[config.mk]
export PLATFORM = sky130hd
export DESIGN_NAME = branch_redirect_ctrl_flat
export DESIGN_NICKNAME = d
export VERILOG_FILES = /design/src/rtl/branch_pkg.sv /design/src/rtl/branch_redirect_ctrl_if.sv /design/src/rtl/branch_mispred_detect.sv /design/src/rtl/branch_redirect_ctrl.sv /design/src/flat_wrapper.sv
export SDC_FILE = /design/constraint.sdc
export NUM_CORES = 1
export LEC_CHECK = 0
export BUFFER_PORTS_ARGS = -buffer_cell sky130_fd_sc_hd__clkbuf_2
export CORE_AREA = 2 2 151 153
export DETAILED_ROUTE_END_ITERATION = 8
export DIE_AREA = 0 0 153 155
export PLACE_DENSITY_LB_ADDON = 0.25
export SYNTH_ARGS = -nofsm -noshare
export SYNTH_HDL_FRONTEND = slang
export SYNTH_SLANG_ARGS = --single-unit
[constraint.sdc]
create_clock -name clk -period 3.1 [get_ports clk]
set_clock_uncertainty 0.15 [all_clocks]
set_input_delay 0.155 -clock clk [delete_from_list [all_inputs] [get_ports clk]]
set_output_delay 0.155 -clock clk [all_outputs]
set_load 0.01 [all_outputs]
[src/rtl/branch_pkg.sv]
// Shared types and constants for the branch redirect controller.
package branch_pkg;

    localparam int unsigned PC_W       = 32;
    localparam int unsigned INST_BYTES = 4;

    typedef enum logic [0:0] {
        StIdle,
        StRedirect
    } state_e;

    typedef struct packed {
        logic [PC_W-1:0] pc;
        logic [PC_W-1:0] target;
        logic            taken;
        logic            mispred;
    } bpu_upd_t;

endpackage

[src/rtl/branch_redirect_ctrl_if.sv]
// Bus between EX branch resolution, fetch redirect and predictor update.
// master: controller side; slave: pipeline/predictor side.
interface branch_redirect_ctrl_if #(
    parameter int unsigned PC_W  = 32,
    parameter int unsigned CNT_W = 32
);

    logic            ex_valid;
    logic            ex_stall;
    logic            ex_is_branch;
    logic            ex_taken;
    logic [PC_W-1:0] ex_pc;
    logic [PC_W-1:0] ex_target;
    logic            ex_pred_taken;
    logic [PC_W-1:0] ex_pred_target;
    logic            if_ready;

    logic             flush_if_id;
    logic             flush_id_ex;
    logic             redirect_valid;
    logic [PC_W-1:0]  redirect_pc;
    logic             bpu_upd_valid;
    logic [PC_W-1:0]  bpu_upd_pc;
    logic [PC_W-1:0]  bpu_upd_target;
    logic             bpu_upd_taken;
    logic             bpu_upd_mispred;
    logic [CNT_W-1:0] perf_branch_cnt;
    logic [CNT_W-1:0] perf_mispred_cnt;

    modport master (
        input  ex_valid, ex_stall, ex_is_branch, ex_taken, ex_pc, ex_target,
        input  ex_pred_taken, ex_pred_target, if_ready,
        output flush_if_id, flush_id_ex, redirect_valid, redirect_pc,
        output bpu_upd_valid, bpu_upd_pc, bpu_upd_target, bpu_upd_taken, bpu_upd_mispred,
        output perf_branch_cnt, perf_mispred_cnt
    );

    modport slave (
        output ex_valid, ex_stall, ex_is_branch, ex_taken, ex_pc, ex_target,
        output ex_pred_taken, ex_pred_target, if_ready,
        input  flush_if_id, flush_id_ex, redirect_valid, redirect_pc,
        input  bpu_upd_valid, bpu_upd_pc, bpu_upd_target, bpu_upd_taken, bpu_upd_mispred,
        input  perf_branch_cnt, perf_mispred_cnt
    );

endinterface

[src/rtl/branch_mispred_detect.sv]
// Combinational mispredict detection and corrected fetch PC.
module branch_mispred_detect #(
    parameter int unsigned PC_W       = 32,
    parameter int unsigned INST_BYTES = 4
) (
    input  logic            ex_taken_i,
    input  logic [PC_W-1:0] ex_pc_i,
    input  logic [PC_W-1:0] ex_target_i,
    input  logic            ex_pred_taken_i,
    input  logic [PC_W-1:0] ex_pred_target_i,
    output logic            mispred_o,
    output logic [PC_W-1:0] fix_pc_o
);

    always_comb begin
        mispred_o = (ex_taken_i != ex_pred_taken_i) ||
                    (ex_taken_i && ex_pred_taken_i && (ex_target_i != ex_pred_target_i));
        // Fall-through wraps modulo 2^PC_W.
        fix_pc_o  = ex_taken_i ? ex_target_i : ex_pc_i + PC_W'(INST_BYTES);
    end

endmodule

[src/rtl/branch_redirect_ctrl.sv]
// Front-end redirect sequencing after EX branch resolution.
// Optional perf counters enabled by BRANCH_PERF_CNT_EN.
module branch_redirect_ctrl
    import branch_pkg::*;
#(
    parameter int unsigned PC_W       = branch_pkg::PC_W,
    parameter int unsigned INST_BYTES = branch_pkg::INST_BYTES,
    parameter int unsigned CNT_W      = 32
) (
    input logic                    clk,
    input logic                    rst,
    branch_redirect_ctrl_if.master bus
);

    state_e          state_q, state_d;
    logic [PC_W-1:0] redirect_pc_q, redirect_pc_d;
    bpu_upd_t        upd_q, upd_d;
    logic            upd_valid_q, upd_valid_d;
    logic            fire, mispred, flush;
    logic [PC_W-1:0] fix_pc;

    branch_mispred_detect #(
        .PC_W       (PC_W),
        .INST_BYTES (INST_BYTES)
    ) u_detect (
        .ex_taken_i       (bus.ex_taken),
        .ex_pc_i          (bus.ex_pc),
        .ex_target_i      (bus.ex_target),
        .ex_pred_taken_i  (bus.ex_pred_taken),
        .ex_pred_target_i (bus.ex_pred_target),
        .mispred_o        (mispred),
        .fix_pc_o         (fix_pc)
    );

    // Resolutions seen while redirecting are wrong-path and never fire.
    assign fire = bus.ex_valid & ~bus.ex_stall & bus.ex_is_branch & (state_q == StIdle);

    always_comb begin
        state_d       = state_q;
        redirect_pc_d = redirect_pc_q;
        flush         = 1'b0;
        unique case (state_q)
            StIdle: begin
                if (fire && mispred) begin
                    state_d       = StRedirect;
                    redirect_pc_d = fix_pc;
                    flush         = 1'b1;
                end
            end
            StRedirect: begin
                flush = 1'b1;
                if (bus.if_ready) state_d = StIdle;
            end
            default: state_d = StIdle;
        endcase
    end

    always_comb begin
        upd_valid_d = fire;
        upd_d       = upd_q;
        if (fire) begin
            upd_d.pc      = bus.ex_pc;
            upd_d.target  = bus.ex_target;
            upd_d.taken   = bus.ex_taken;
            upd_d.mispred = mispred;
        end
    end

    always_ff @(posedge clk or posedge rst) begin
        if (rst) begin
            state_q       <= StIdle;
            redirect_pc_q <= '0;
            upd_q         <= '0;
            upd_valid_q   <= 1'b0;
        end else begin
            state_q       <= state_d;
            redirect_pc_q <= redirect_pc_d;
            upd_q         <= upd_d;
            upd_valid_q   <= upd_valid_d;
        end
    end

    // Flushes are combinational, so mask them while reset is held.
    assign bus.flush_if_id     = flush & ~rst;
    assign bus.flush_id_ex     = flush & ~rst;
    assign bus.redirect_valid  = (state_q == StRedirect);
    assign bus.redirect_pc     = redirect_pc_q;
    assign bus.bpu_upd_valid   = upd_valid_q;
    assign bus.bpu_upd_pc      = upd_q.pc;
    assign bus.bpu_upd_target  = upd_q.target;
    assign bus.bpu_upd_taken   = upd_q.taken;
    assign bus.bpu_upd_mispred = upd_q.mispred;

`ifdef BRANCH_PERF_CNT_EN
    logic [CNT_W-1:0] br_cnt_q, br_cnt_d, mp_cnt_q, mp_cnt_d;

    always_comb begin
        br_cnt_d = br_cnt_q;
        mp_cnt_d = mp_cnt_q;
        if (fire && !(&br_cnt_q)) br_cnt_d = br_cnt_q + 1'b1;
        if (fire && mispred && !(&mp_cnt_q)) mp_cnt_d = mp_cnt_q + 1'b1;
    end

    always_ff @(posedge clk or posedge rst) begin
        if (rst) begin
            br_cnt_q <= '0;
            mp_cnt_q <= '0;
        end else begin
            br_cnt_q <= br_cnt_d;
            mp_cnt_q <= mp_cnt_d;
        end
    end

    assign bus.perf_branch_cnt  = br_cnt_q;
    assign bus.perf_mispred_cnt = mp_cnt_q;
`else
    assign bus.perf_branch_cnt  = '0;
    assign bus.perf_mispred_cnt = '0;
`endif

endmodule

[src/flat_wrapper.sv]
// flat-port wrapper written by rule: the top's interface ports become plain ports
module branch_redirect_ctrl_flat import branch_pkg::*;
#(
    parameter int unsigned PC_W       = branch_pkg::PC_W,
    parameter int unsigned INST_BYTES = branch_pkg::INST_BYTES,
    parameter int unsigned CNT_W      = 32
)
  (clk, rst, bus_ex_valid, bus_ex_stall, bus_ex_is_branch, bus_ex_taken, bus_ex_pc, bus_ex_target, bus_ex_pred_taken, bus_ex_pred_target, bus_if_ready, bus_flush_if_id, bus_flush_id_ex, bus_redirect_valid, bus_redirect_pc, bus_bpu_upd_valid, bus_bpu_upd_pc, bus_bpu_upd_target, bus_bpu_upd_taken, bus_bpu_upd_mispred, bus_perf_branch_cnt, bus_perf_mispred_cnt);
  branch_redirect_ctrl_if #(.PC_W(PC_W), .CNT_W(CNT_W)) bus_i ();
  input logic clk;
  input logic rst;
  input wire logic [$bits(bus_i.ex_valid)-1:0] bus_ex_valid;
  input wire logic [$bits(bus_i.ex_stall)-1:0] bus_ex_stall;
  input wire logic [$bits(bus_i.ex_is_branch)-1:0] bus_ex_is_branch;
  input wire logic [$bits(bus_i.ex_taken)-1:0] bus_ex_taken;
  input wire logic [$bits(bus_i.ex_pc)-1:0] bus_ex_pc;
  input wire logic [$bits(bus_i.ex_target)-1:0] bus_ex_target;
  input wire logic [$bits(bus_i.ex_pred_taken)-1:0] bus_ex_pred_taken;
  input wire logic [$bits(bus_i.ex_pred_target)-1:0] bus_ex_pred_target;
  input wire logic [$bits(bus_i.if_ready)-1:0] bus_if_ready;
  output wire logic [$bits(bus_i.flush_if_id)-1:0] bus_flush_if_id;
  output wire logic [$bits(bus_i.flush_id_ex)-1:0] bus_flush_id_ex;
  output wire logic [$bits(bus_i.redirect_valid)-1:0] bus_redirect_valid;
  output wire logic [$bits(bus_i.redirect_pc)-1:0] bus_redirect_pc;
  output wire logic [$bits(bus_i.bpu_upd_valid)-1:0] bus_bpu_upd_valid;
  output wire logic [$bits(bus_i.bpu_upd_pc)-1:0] bus_bpu_upd_pc;
  output wire logic [$bits(bus_i.bpu_upd_target)-1:0] bus_bpu_upd_target;
  output wire logic [$bits(bus_i.bpu_upd_taken)-1:0] bus_bpu_upd_taken;
  output wire logic [$bits(bus_i.bpu_upd_mispred)-1:0] bus_bpu_upd_mispred;
  output wire logic [$bits(bus_i.perf_branch_cnt)-1:0] bus_perf_branch_cnt;
  output wire logic [$bits(bus_i.perf_mispred_cnt)-1:0] bus_perf_mispred_cnt;
  assign bus_i.ex_valid = bus_ex_valid;
  assign bus_i.ex_stall = bus_ex_stall;
  assign bus_i.ex_is_branch = bus_ex_is_branch;
  assign bus_i.ex_taken = bus_ex_taken;
  assign bus_i.ex_pc = bus_ex_pc;
  assign bus_i.ex_target = bus_ex_target;
  assign bus_i.ex_pred_taken = bus_ex_pred_taken;
  assign bus_i.ex_pred_target = bus_ex_pred_target;
  assign bus_i.if_ready = bus_if_ready;
  assign bus_flush_if_id = bus_i.flush_if_id;
  assign bus_flush_id_ex = bus_i.flush_id_ex;
  assign bus_redirect_valid = bus_i.redirect_valid;
  assign bus_redirect_pc = bus_i.redirect_pc;
  assign bus_bpu_upd_valid = bus_i.bpu_upd_valid;
  assign bus_bpu_upd_pc = bus_i.bpu_upd_pc;
  assign bus_bpu_upd_target = bus_i.bpu_upd_target;
  assign bus_bpu_upd_taken = bus_i.bpu_upd_taken;
  assign bus_bpu_upd_mispred = bus_i.bpu_upd_mispred;
  assign bus_perf_branch_cnt = bus_i.perf_branch_cnt;
  assign bus_perf_mispred_cnt = bus_i.perf_mispred_cnt;
  branch_redirect_ctrl #(.PC_W(PC_W), .INST_BYTES(INST_BYTES), .CNT_W(CNT_W)) u_core (.clk(clk), .rst(rst), .bus(bus_i));
endmodule
==> results of run 1 <==
## final cells by class
cell class,instances,area [um^2],area share [%]
Multi-Input combinational cell,350,2604,34.62
Sequential cell,100,2502,33.27
Timing Repair Buffer,276,1734,23.06
Tap cell,285,356.6,4.741
Clock buffer,12,266.5,3.544
Inverter,9,36.28,0.4824
Clock inverter,3,21.27,0.2828
## registers in the layout, summed over array words and instances, names as in the netlist
| register | cells |
|---|---|
| u_core.bus.redirect_pc | 32 |
| u_core.bus.redirect_valid | 1 |
| u_core.bus.bpu_upd_target | 32 |
| u_core.bus.bpu_upd_mispred | 1 |
| u_core.bus.bpu_upd_pc | 32 |
| u_core.bus.bpu_upd_valid | 1 |
| u_core.bus.bpu_upd_taken | 1 |
## placed cells by master, fill, tap and decap left out, types with 2 or more instances in the layout
cell	synthesis	layout
clkbuf_2	0	205
mux2_2	100	100
dfrtp_1	100	100
dlygate4sd3_1	0	65
conb_1	1	64
xor2_1	49	49
nand2_1	34	34
o21ai_0	29	28
nand3_1	16	16
xnor2_1	10	10
nand4_1	9	9
nor4_1	9	9
clkbuf_16	0	9
inv_1	9	8
nor2_1	7	7
buf_4	65	5
nor3_1	3	3
clkbuf_8	0	3
and3_1	2	2
a21o_1	2	2
ha_1	2	2
## worst max path at each step
stage | start | depth (start not counted) | to
floorplan | rst | 3 | bus_flush_if_id
global placement | bus_ex_target[26] | 8 | u_core.bus.redirect_pc[16]
detailed placement | bus_ex_target[26] | 8 | u_core.bus.redirect_pc[27]
CTS | bus_ex_target[1] | 9 | bus_flush_if_id
global route | bus_ex_target[11] | 9 | bus_flush_if_id
finish | bus_ex_target[11] | 9 | bus_flush_if_id
## routing by layer
layer  GRT usage [%]  routed length [um]  up-vias
li1                -                   -     2052
met1           18.99                7808     2054
met2           23.85                8333      165
met3           2.981                 919       17
met4           4.674                 306        0
met5               0                   0        -
## power breakdown
group          switching, uW  internal, uW
clock                    535           608
combinational            638           611
sequential               164          1630
total                   1340          2840
## stage by stage
step / setup slack, ns / power, uW / util (%) / hold slack, ns / cell area, um^2
after floorplan: 0.05969 / 2474 / - / 0.1567 / 5673
after global placement: 0.2889 / 3012 / 29.58 / 0.07747 / 6574
after detailed placement: 0.2559 / 3024 / 29.58 / 0.07192 / 6574
after CTS: 0.006720 / 4252 / 33.80 / 0.01251 / 7512
after global routing: 0.1406 / 4423 / 33.84 / 0.02001 / 7521
final: 0.2941 / 4180 / 33.84 / 0.007955 / 7521
## critical path, cell delays in order
cell,delay (ns)
dlygate4sd3_1,0.54
clkbuf_2,0.15
xor2_1,0.17
nor4_1,0.33
nand4_1,0.18
o21ai_1,0.34
a21oi_4,0.25
o21a_1,0.25
clkbuf_2,0.13
## cell families after synthesis
kind of cell | synth area share, %
DFF | 46.03
AOI/OAI and AO/OA | 3.360
xor gates and xnor gates | 9.505
other | 0.06898
buffers and inverters | 11.00
and+or+nand+nor | 8.677
muxes | 20.90
adders and majority gates | 0.4602
## repair_timing
action	CTS	global route
setup buffers	0	0
endpoints found under the setup margin	0	7
hold buffers	65	0
gates resized for setup	0	1
hold endpoints to repair	101	0
==> results, run 1 <==
- The run finished with clean final reports.
- In this run, synthesis produced a sequential element count of 100.
- The number of fill cells is around 2300.
- The worst setup path is launched from an input port.
- In this run the biggest area consumer among cell types represents approximately 46% of the synthesized area.
- Across the VDD grid, the largest voltage drop is ~0.25 mV.
- By area the synthesized netlist is led by dfrtp_1 (46%), mux2_2 (21%), buf_4 (9.0%).
- For flop-to-flop paths, the worst setup slack is 0.60 ns.
- From left edge to right edge, the die measures 153 um.
- The clock tree root driver cell is clkbuf_16.
- The detailed-routing iteration count for the pre-antenna-repair pass is 4.
- The first-pass GRT wire length is around 26000 um.
- For the worst setup path, the data arrival time is 2.50 ns.
- The fmax is 356.4 MHz.
- The number of endpoints with negative hold slack in the final report came to 0.
- The mean cell area of the mapped netlist is 11.37 um^2.
- The level count of the clock H-tree is 3.
- In the synthesized netlist the dominant register cell turns out to be dfrtp_1.
- The number of global-route vias before repair is between 4000 and 5000.
- Summed over all nets, the half-perimeter wirelength after detailed placement is 12970 um.
- The sequential fraction of the synthesis area is a little under half.
- By count the netlist is led by dfrtp_1 (100), mux2_2 (100), buf_4 (65).
- The share of cells above drive strength 1 is 44.67%.
- The number of antenna diodes in the final layout is 0.
- Max-cap violations in this run came to 0.
- At the end of routability-driven placement, the weighted congestion stood at about 0.74.
- The netlist uses 32 different library cells.
- The initial antenna violation count was 0.
- In this run, CTS created clock tree buffers numbering 9.
- The clock-pin transition on the worst setup and hold timing paths is ~0.08 ns.
- The end point of the most critical hold path is u_core.bus.bpu_upd_target[17].
- The area of the die is around 24000 um^2.
- Input and output buffers added on the ports amount to between 200 and 250.
- Dividing the detail-routed via count by the number of cells gives 4.143.
- Clock latency on the worst-skew pair, taken at its later pin, is roughly 0.36 ns.
- The portion of the clock cycle consumed by the worst path in the final layout is between 90% and 100%.
- STA classifies the critical path endpoint as an output port.
- The total global routing overflow is 0.
- The clock period minus final worst setup slack is 2.806 ns.
- The mean routed wirelength per cell is 16.78 um.
- Power spread over the standard cell area amounts to around 560 nW/um^2.
- TritonCTS built the clock tree.
- Summed over all layers, the routed wires come to 17370 um.
- The number of placement rows is 55.
- The number of warnings reported in the yosys synthesis log is 0.
- The number of vias after detailed routing is roughly 4300.
- The leakage dissipation is ~0.0036 uW.
- The critical path in this run is classified as input port to output port.
- Pin placement for this block handled 270 I/O pins.
- For the final routed database, the setup TNS stands at 0 ns.
- After detailed routing, the number of remaining DRC violations is 0.
- The total standard cell area after synthesis is between 5000 and 6000 um^2.
- For this run, the total global-route usage over all layers was measured as between 10% and 20%.
- The terminus of the critical flop-to-flop path is u_core.bus.redirect_pc[7].
- The die height is between 150 and 200 um.
- dfrtp_1 takes more of the synthesized area than any other cell.
- The core footprint is 22230 um^2.
- Entering global routing, the biggest net connects 67 pins.
- The number of slew-limit violations in the final report is 0.
- The number of enable-type register cells in the synthesized netlist is 0.
- Setup violations remaining at the end of the flow were counted as 0.
- Of all flip-flops after synthesis, the portion carrying an async set or reset was 100.0%.
- The transition at the pin with the smallest max-transition slack is 1.175 ns.
- The clock sink count is 100.
- The worst reg2reg path startpoint is u_core.bus.redirect_valid.
- The longest clock path from root to sink contains 2 buffers.
- The worst-path maximum fanout is 15.
- The endpoint required time on the critical path is 2.79 ns.
- The synthesized instance count is between 400 and 500.
- In this run the worst hold path is classified as input port to register.
- The number of cells traversed by the worst register-to-register path is 4.
- After the flow finishes, the layout carries non-filler instances totaling 1035.
- The worst slew margin relative to its limit is between 20 and 25%.
- The detailed router's first-iteration violation count is 106.
- In the final design database the tool counted around 850 nets.
- The number of antenna-violating nets in the routed design is 0.
- The worst hold path passes through 2 cells.
- The starting density of the core is between 20% and 30%.
- The signed area change from the synthesized netlist to the final layout is 38.34%.
- The startpoint identified for the worst hold timing path is bus_ex_target[17].
- Setup repair after global routing left no endpoint under its margin.
- Once placement completed, the tool counted placed cells totaling about 950.
No activity file was read; power rests on OpenSTA's default activity.
==> run 2, diff against run 1 <==
RECOVER_POWER = 100   (was default)
==> run 2 against run 1 <==
Power fell by 2.0%. Largest cell class unchanged. Highest routed layer unchanged. Sequential power about the same. First-iteration DRC count grew 17%. Flip-flop and latch count unchanged. Setup slack worse by 0.018 ns. Fmax down 0.64%. Cell area decreased by 2.2%. Wire length rose by 0.36%. Sequential share of layout area is 0.74 points higher. Critical path type unchanged. Combinational power shrank 7%.
==> results, run 2 (synthesized netlist as in run 1, its figures left out) <==
- The run finished with clean final reports.
- Grouping stages by cell kind, the critical path spends the most delay in compound AO/OA/AOI/OAI gates.
- Measured along the y axis, the die boundary spans between 150 and 200 um.
- Entering global routing, the biggest net connects 67 pins.
- The final layout contains routed wiring with a total length of between 15000 and 20000 um.
- The ratio of routed vias to standard cells is between 4 and 5.
- The die covers 23720 um^2.
- The transition at the pin with the smallest max-transition slack is 1.150 ns.
- The worst hold path belongs to the class input port to register.
- The starting density of the core is 24.46%.
- STA classifies the critical path endpoint as an output port.
- The overall routing resource usage is between 10% and 20%.
- Traced cell by cell, the critical path runs through dlygate4sd3_1 -> clkbuf_1 -> xor2_1 -> nor4_1 -> nand4_1 -> o21ai_1 -> a21oi_4 -> o21a_1 -> clkbuf_1.
- The worst register-to-register path has a depth of 4.
- The share of cells above drive strength 1 is between 30 and 40%.
- The first global-routing pass estimated 25920 um of wire.
- The number of vias after detailed routing is 4294.
- The top cell types in the final layout, fill and taps aside, are clkbuf_1 (105), clkbuf_2 (101), mux2_2 (100), dfrtp_1 (100), dlygate4sd3_1 (65).
- The maximum VDD drop is 0.2515 mV.
- Global routing consumed, on the met2 layer, between 20% and 30% of the routing resources.
- The data arrival at the endpoint of the critical path is 2.52 ns.
- The clock insertion delay at the later pin of the skew report is ~0.36 ns.
- The path with the worst hold slack has its endpoint at u_core.bus.bpu_upd_target[17].
- The reg2reg setup slack is 0.53 ns.
- The number of global-route vias before repair is 4256.
- The worst register-to-register path begins at u_core.bus.redirect_valid.
- For the final routed database, the setup TNS stands at 0 ns.
- The worst-path maximum fanout is 15.
- The startpoint of the lowest-slack hold path is bus_ex_target[17].
- In this design, the stage delay of the slowest critical-path cell is 0.54 ns.
- The number of fill cells is roughly 2300.
- The clock-pin transition on the worst setup and hold timing paths is about 0.080 ns.
- The die is around 150 um wide.
- For this block, the initial DRC count from the detailed router was between 100 and 150.
- Net switching is around 33% of the power.
- The number of antenna diodes in the final layout is 0.
- At the end of routability-driven placement, the weighted congestion stood at 0.7403.
- In this design, the critical path's most frequently occurring cell is clkbuf_1.
- The layout net count is 852.
- The endpoint identified for the worst register-to-register timing path is u_core.bus.redirect_pc[7].
- The leading cell type in the layout, fill and taps excluded is clkbuf_1.
- The setup path with the least slack is of type input port to output port.
- Relative to the synthesized area, the layout overhead comes to 35.35%.
- The combinational share of power is between 20% and 30%.
- The number of antenna-violating nets in the routed design is 0.
- 270 I/O pins were placed.
- The number of endpoints with negative hold slack in the final report came to 0.
- The met1 layer usage reported by global route is about a fifth.
- Across all hold checks on the routed design, the worst slack comes to roughly 0.016 ns.
- The number of slew-limit violations in the final report was 0.
- For the worst setup path, the data required time is around 2.8 ns.
- Setup repair after global routing left no endpoint under its margin.
- The floorplan has between 50 and 60 rows.
- The core footprint is 22230 um^2.
- Global routing consumed, on the met3 layer, around 3% of the routing resources.
- The count of buffers from port buffering is just over 200.
- The number of maximum-capacitance constraint violations is 0.
- The number of buffers between clock root and the deepest sink is 2.
- The final critical path takes up between 90% and 100% of the cycle.
- Cells fill around 33% of the core in the end.
- For this design the ratio of total power to cell area is ~560 nW/um^2.
- The switching power summed over all nets is roughly 1300 uW.
- The sort of element at the start of the critical path is an input port.
- The initial antenna violation count is 0.
- After detailed placement, the total cell area comes to between 6000 and 7000 um^2.
- The clock period minus final worst setup slack is ~2.8 ns.
- The cell depth of the worst hold path is 2.
- The wire-length estimate of the detail-placed layout is 12970 um.
- The critical path contains buffers and inverters numbering 3 combined.
- Of the total power, the clock network draws 27.9%.
- The clock drives 100 sinks.
- The global routing's busiest layer is met2.
- Clock tree synthesis inserted a total of 9 buffers.
- The worst slew margin relative to its limit is 23.31%.
- The design internal power is about 2800 uW.
- The mean routed wirelength per cell is 16.84 um.
- The cell with the largest stage delay on the worst path is dlygate4sd3_1.
- The number of failing setup endpoints in the final timing report is 0.
- The analysis attributes to cell leakage a power of 0.003233 uW.
- The total global routing overflow is 0.
- The finished cells cover 7358 um^2.
- In this run, flip-flops and latches consume between 40% and 50% of the power.
- The clock tree root driver cell is clkbuf_16.
- In this run the number of H-tree levels came out at 3.
- The number of remaining DRC errors is 0.
- The fmax is around 350 MHz.
- For this run, the detailed router's first-pass iteration total came to 4.
- TritonCTS built the clock tree.
==> run 2: worst max path at each step <==
stage                     slack [ns]               from  cells past startpoint                          to
after global placement          0.29  bus_ex_target[26]                      8  u_core.bus.redirect_pc[16]
after global routing            0.08       bus_ex_pc[7]                      8  u_core.bus.redirect_pc[15]
after detailed placement        0.26  bus_ex_target[26]                      8  u_core.bus.redirect_pc[27]
final                           0.28  bus_ex_target[11]                      9             bus_flush_if_id
after CTS                      0.007   bus_ex_target[1]                      9             bus_flush_if_id
after floorplan                 0.06                rst                      3             bus_flush_if_id
==> run 2: area by class of cell <==
cell class / instances / area (um^2) / share of cell area (%)
timing repair buffer: 276 / 1600 / 21.75
clock inverter: 3 / 21.27 / 0.2891
inverter: 9 / 36.28 / 0.4931
clock buffer: 12 / 266.5 / 3.622
tap: 285 / 356.6 / 4.846
sequential: 100 / 2502 / 34.01
multi-input combinational: 350 / 2575 / 34.99
==> run 2: per-layer routing <==
metal | share of wire (%) | wire length, um
met1 | 46 | 7942
met2 | 48 | 8334
met3 | 4.9 | 848
met4 | 1.7 | 302
met5 | 0 | 0
==> run 2: what timing repair did <==
action | CTS | global route
setup buffers | 0 | 0
endpoints found under the hold margin | 101 | 0
hold buffers | 65 | 0
gates resized for setup | 0 | 1
endpoints found under the setup margin | 0 | 7
==> run 2: per-stage QoR <==
step | setup slack [ns] | total power [uW] | cells
final | 0.2759 | 4096 | 1035
after global routing | 0.07691 | 4334 | 1035
after CTS | 0.006720 | 4252 | 1034
after detailed placement | 0.2559 | 3024 | 954
after global placement | 0.2889 | 3012 | 954
after floorplan | 0.05969 | 2474 | 541
==> run 2: power by group through the flow <==
stage	Combinational (uW)	Clock (uW)	Sequential, uW
finish	1160	1140	1790
global placement	1210	0	1800
floorplan	514	0	1960
CTS	1280	1180	1790
global route	1270	1230	1830
detailed placement	1210	0	1810
==> run 3, diff against run 2 <==
clock period = 3.6 ns   (was 3.1 ns; I/O delays follow)
==> run 3 against run 2 <==
Largest power group unchanged. The flow now finishes with violations (negative hold slack, max-capacitance violations, max-slew violations). Setup slack improved by 0.038 ns. Utilization shrank 0.66 points. Hold slack got worse by 0.022 ns. Critical endpoint unchanged. Power fell by 15%. Cell area fell by 2.0%. First-iteration DRC count is 7.3% lower. Combinational power decreased by 15%. Die area unchanged. Final cell count is 1.3% lower. Non-clock buffer count shrank 13. Clock power shrank 16%.
==> results, run 3 (synthesized netlist as in run 1, its figures left out) <==
- The run finished, with violations left.
- The final reports fail on negative hold slack, max-capacitance violations, max-slew violations.
- The number of placement rows is 55.
- The number of buffers between clock root and the deepest sink is 2.
- The clock insertion delay at the later pin of the skew report is 0.35 ns.
- The layout has roughly 2300 filler cells.
- The global placer's final weighted congestion is around 0.74.
- The maximum VDD drop is 0.2124 mV.
- Setup repair after global routing left no endpoint under its margin.
- Data on the critical path is required at its endpoint by 3.27 ns.
- Once placement finished, the instance area stood at about 6600 um^2.
- Across the run, the number of max-cap violations was 2.
- The mean routed wirelength per cell is ~17 um.
- The wire-length estimate of the detail-placed layout is approximately 13000 um.
- The worst-path maximum fanout is 19.
- In the layout the commonest cells are clkbuf_1 (105), clkbuf_2 (105), mux2_2 (100), dfrtp_1 (100), conb_1 (64).
- Buffers inserted during clock tree synthesis total 9.
- The final-layout worst hold slack is -0.005768 ns.
- The chip width is between 150 and 200 um.
- The worst hold path belongs to the class input port to register.
- The number of placed instances, taps included is around 950.
- The total wire length is between 15000 and 20000 um.
- The clock tree synthesis step divided the H-tree into 3 levels.
- The endpoint identified for the worst register-to-register timing path is u_core.bus.bpu_upd_pc[5].
- The first detailed-routing pass ran for 4 iterations.
- The area of the die is approximately 24000 um^2.
- The number of cells on the worst reg-to-reg path is 3.
- The count of buffers from port buffering is approximately 200.
- In this run the static leakage power is 0.003177 uW.
- The category of the worst setup path capture point is an output port.
- The initial antenna violation count was 0.
- The number of post-CTS setup repair buffers is 0.
- The startpoint of the worst setup timing path is bus_ex_target[9].
- The number of vias after detailed routing is ~4300.
- The sort of element at the start of the critical path is an input port.
- For the pin with the worst max-slew slack, the measured transition is 1.814 ns.
- The startpoint identified for the worst register-to-register timing path is u_core.bus.redirect_valid.
- The signed area change from the synthesized netlist to the final layout is 32.64%.
- The cell sitting at the root of the clock tree is a clkbuf_16.
- The clock-pin transition on the worst setup and hold timing paths is roughly 0.070 ns.
- The number of slew-limit violations in the final report was between 90 and 100.
- The first global-routing pass estimated approximately 26000 um of wire.
- The aggregate negative setup slack is 0 ns.
- The clock period minus final worst setup slack is around 3.3 ns.
- Cells with a size suffix above 1 make up a little under a third of the layout.
- The detailed router's first-iteration violation count is between 100 and 150.
- The class of the most critical setup path is input port to output port.
- For the worst setup path, the data arrival time is 2.96 ns.
- After routing the design area is 7211 um^2.
- Setup violations remaining at the end of the flow were counted as 0.
- The layout net count is roughly 840.
- The number of antenna diodes in the final layout is 0.
- Entering global routing, the biggest net connects 67 pins.
- The number of endpoints with negative hold slack in the final report is 1.
- The ratio of routed vias to standard cells is between 4 and 5.
- In the global route stage, overall resource usage came out at between 10% and 20%.
- The number of global-route vias before repair was between 4000 and 5000.
- The final non-filler cell total is ~1000.
- The tree built by TritonCTS fans out to 100 sinks.
- For this run, design rule violations remaining after detail routing come to 0.
- Summed over all layers, the global routing overflow is 0.
- The reg2reg setup slack is about 0.65 ns.
- The portion of the clock cycle consumed by the worst path in the final layout is 91.28%.
- The die height is about 160 um.
- Post-CTS repair changed the size of 0 cells.
- The core region is between 20000 and 25000 um^2.
- For this configuration, the core starts out at a cell density of between 20% and 30%.
- The I/O pin count is 270.
- For this run, the top clock speed supported by timing is 304.3 MHz.
- The multi-input combinational cells in the finished layout cover a total of between 2000 and 3000 um^2.
- The worst pin sits at a relative slew slack of -20.96%.
- The TritonCTS clock tree is done.
- Dividing total power by cell area gives a power density of between 400 and 500 nW/um^2.
- The sequential cell area in the final layout is around 2500 um^2.
- The worst setup path endpoint is bus_flush_if_id.
- The utilization after layout is about a third.
- In this run the remaining antenna-violating nets after routing total 0.
-- run 3: cell count changes in the layout (fill, tap and decap cells not counted), sizes merged --
cell,previous run,this run
dlygate4sd3,65,52
clkbuf,218,221
buf,5,3
a21oi,2,1
clkinvlp,1,2
inv,9,8
-- run 3: repair_timing --
action / in CTS / in global routing
setup endpoints to repair: 0 / 0
hold endpoints to repair: 77 / 1
hold buffers: 51 / 1
-- run 3: critical path: stages --
cell,delay (ns)
dlygate4sd3_1,0.52
clkbuf_1,0.19
xor2_1,0.28
nor4_1,0.12
nand4_1,0.13
o21ai_0,0.16
a21oi_4,0.65
buf_4,0.39
o21a_1,0.16
clkbuf_1,0.15
-- run 3: through the flow --
step	total power, uW	setup slack (ns)	hold WS (ns)
after floorplan	2130	0.5097	0.1817
after global placement	2590	0.7930	0.06291
after detailed placement	2604	0.7672	0.06357
after CTS	3622	0.2166	0.0002926
after global routing	3698	0.1027	0.005677
final	3486	0.3141	-0.005768
-- run 3: final cells by class --
class / instances / area share [%]
Timing Repair Buffer: 263 / 20.18
Multi-Input combinational cell: 349 / 35.78
Clock inverter: 3 / 0.2950
Inverter: 9 / 0.4859
Tap cell: 285 / 4.945
Sequential cell: 100 / 34.70
Clock buffer: 13 / 3.609
-- run 3: per-layer routing --
layer	wire length, um	track usage (%)	vias to the layer above	part of all wire (%)
met5	0	0	-	0
met3	890	2.730	18	5.2
li1	-	-	2024	-
met1	7714	18.88	2040	45
met2	8141	23.60	168	48
met4	375	5.115	0	2.2
-- run 3: how the worst min path moves through the flow --
| stage | endpoint | cells past startpoint | slack [ns] | startpoint |
|---|---|---|---|---|
| finish | u_core.bus.bpu_upd_target[28] | 2 | -0.006 | bus_ex_target[28] |
| global route | u_core.bus.bpu_upd_target[11] | 2 | 0.006 | bus_ex_target[11] |
| floorplan | u_core.bus.bpu_upd_target[0] | 1 | 0.18 | bus_ex_target[0] |
| global placement | u_core.bus.bpu_upd_target[24] | 2 | 0.06 | rst |
| detailed placement | u_core.bus.bpu_upd_target[24] | 2 | 0.06 | rst |
| CTS | u_core.bus.bpu_upd_pc[14] | 2 | 0.0003 | bus_ex_pc[14] |
-- run 3: power by group --
part / switching [uW] / internal, uW / leakage, uW
Sequential: 139 / 1400 / 0.00120
Clock: 449 / 509 / 0.000136
Combinational: 548 / 442 / 0.00184
Total: 1140 / 2350 / 0.00318
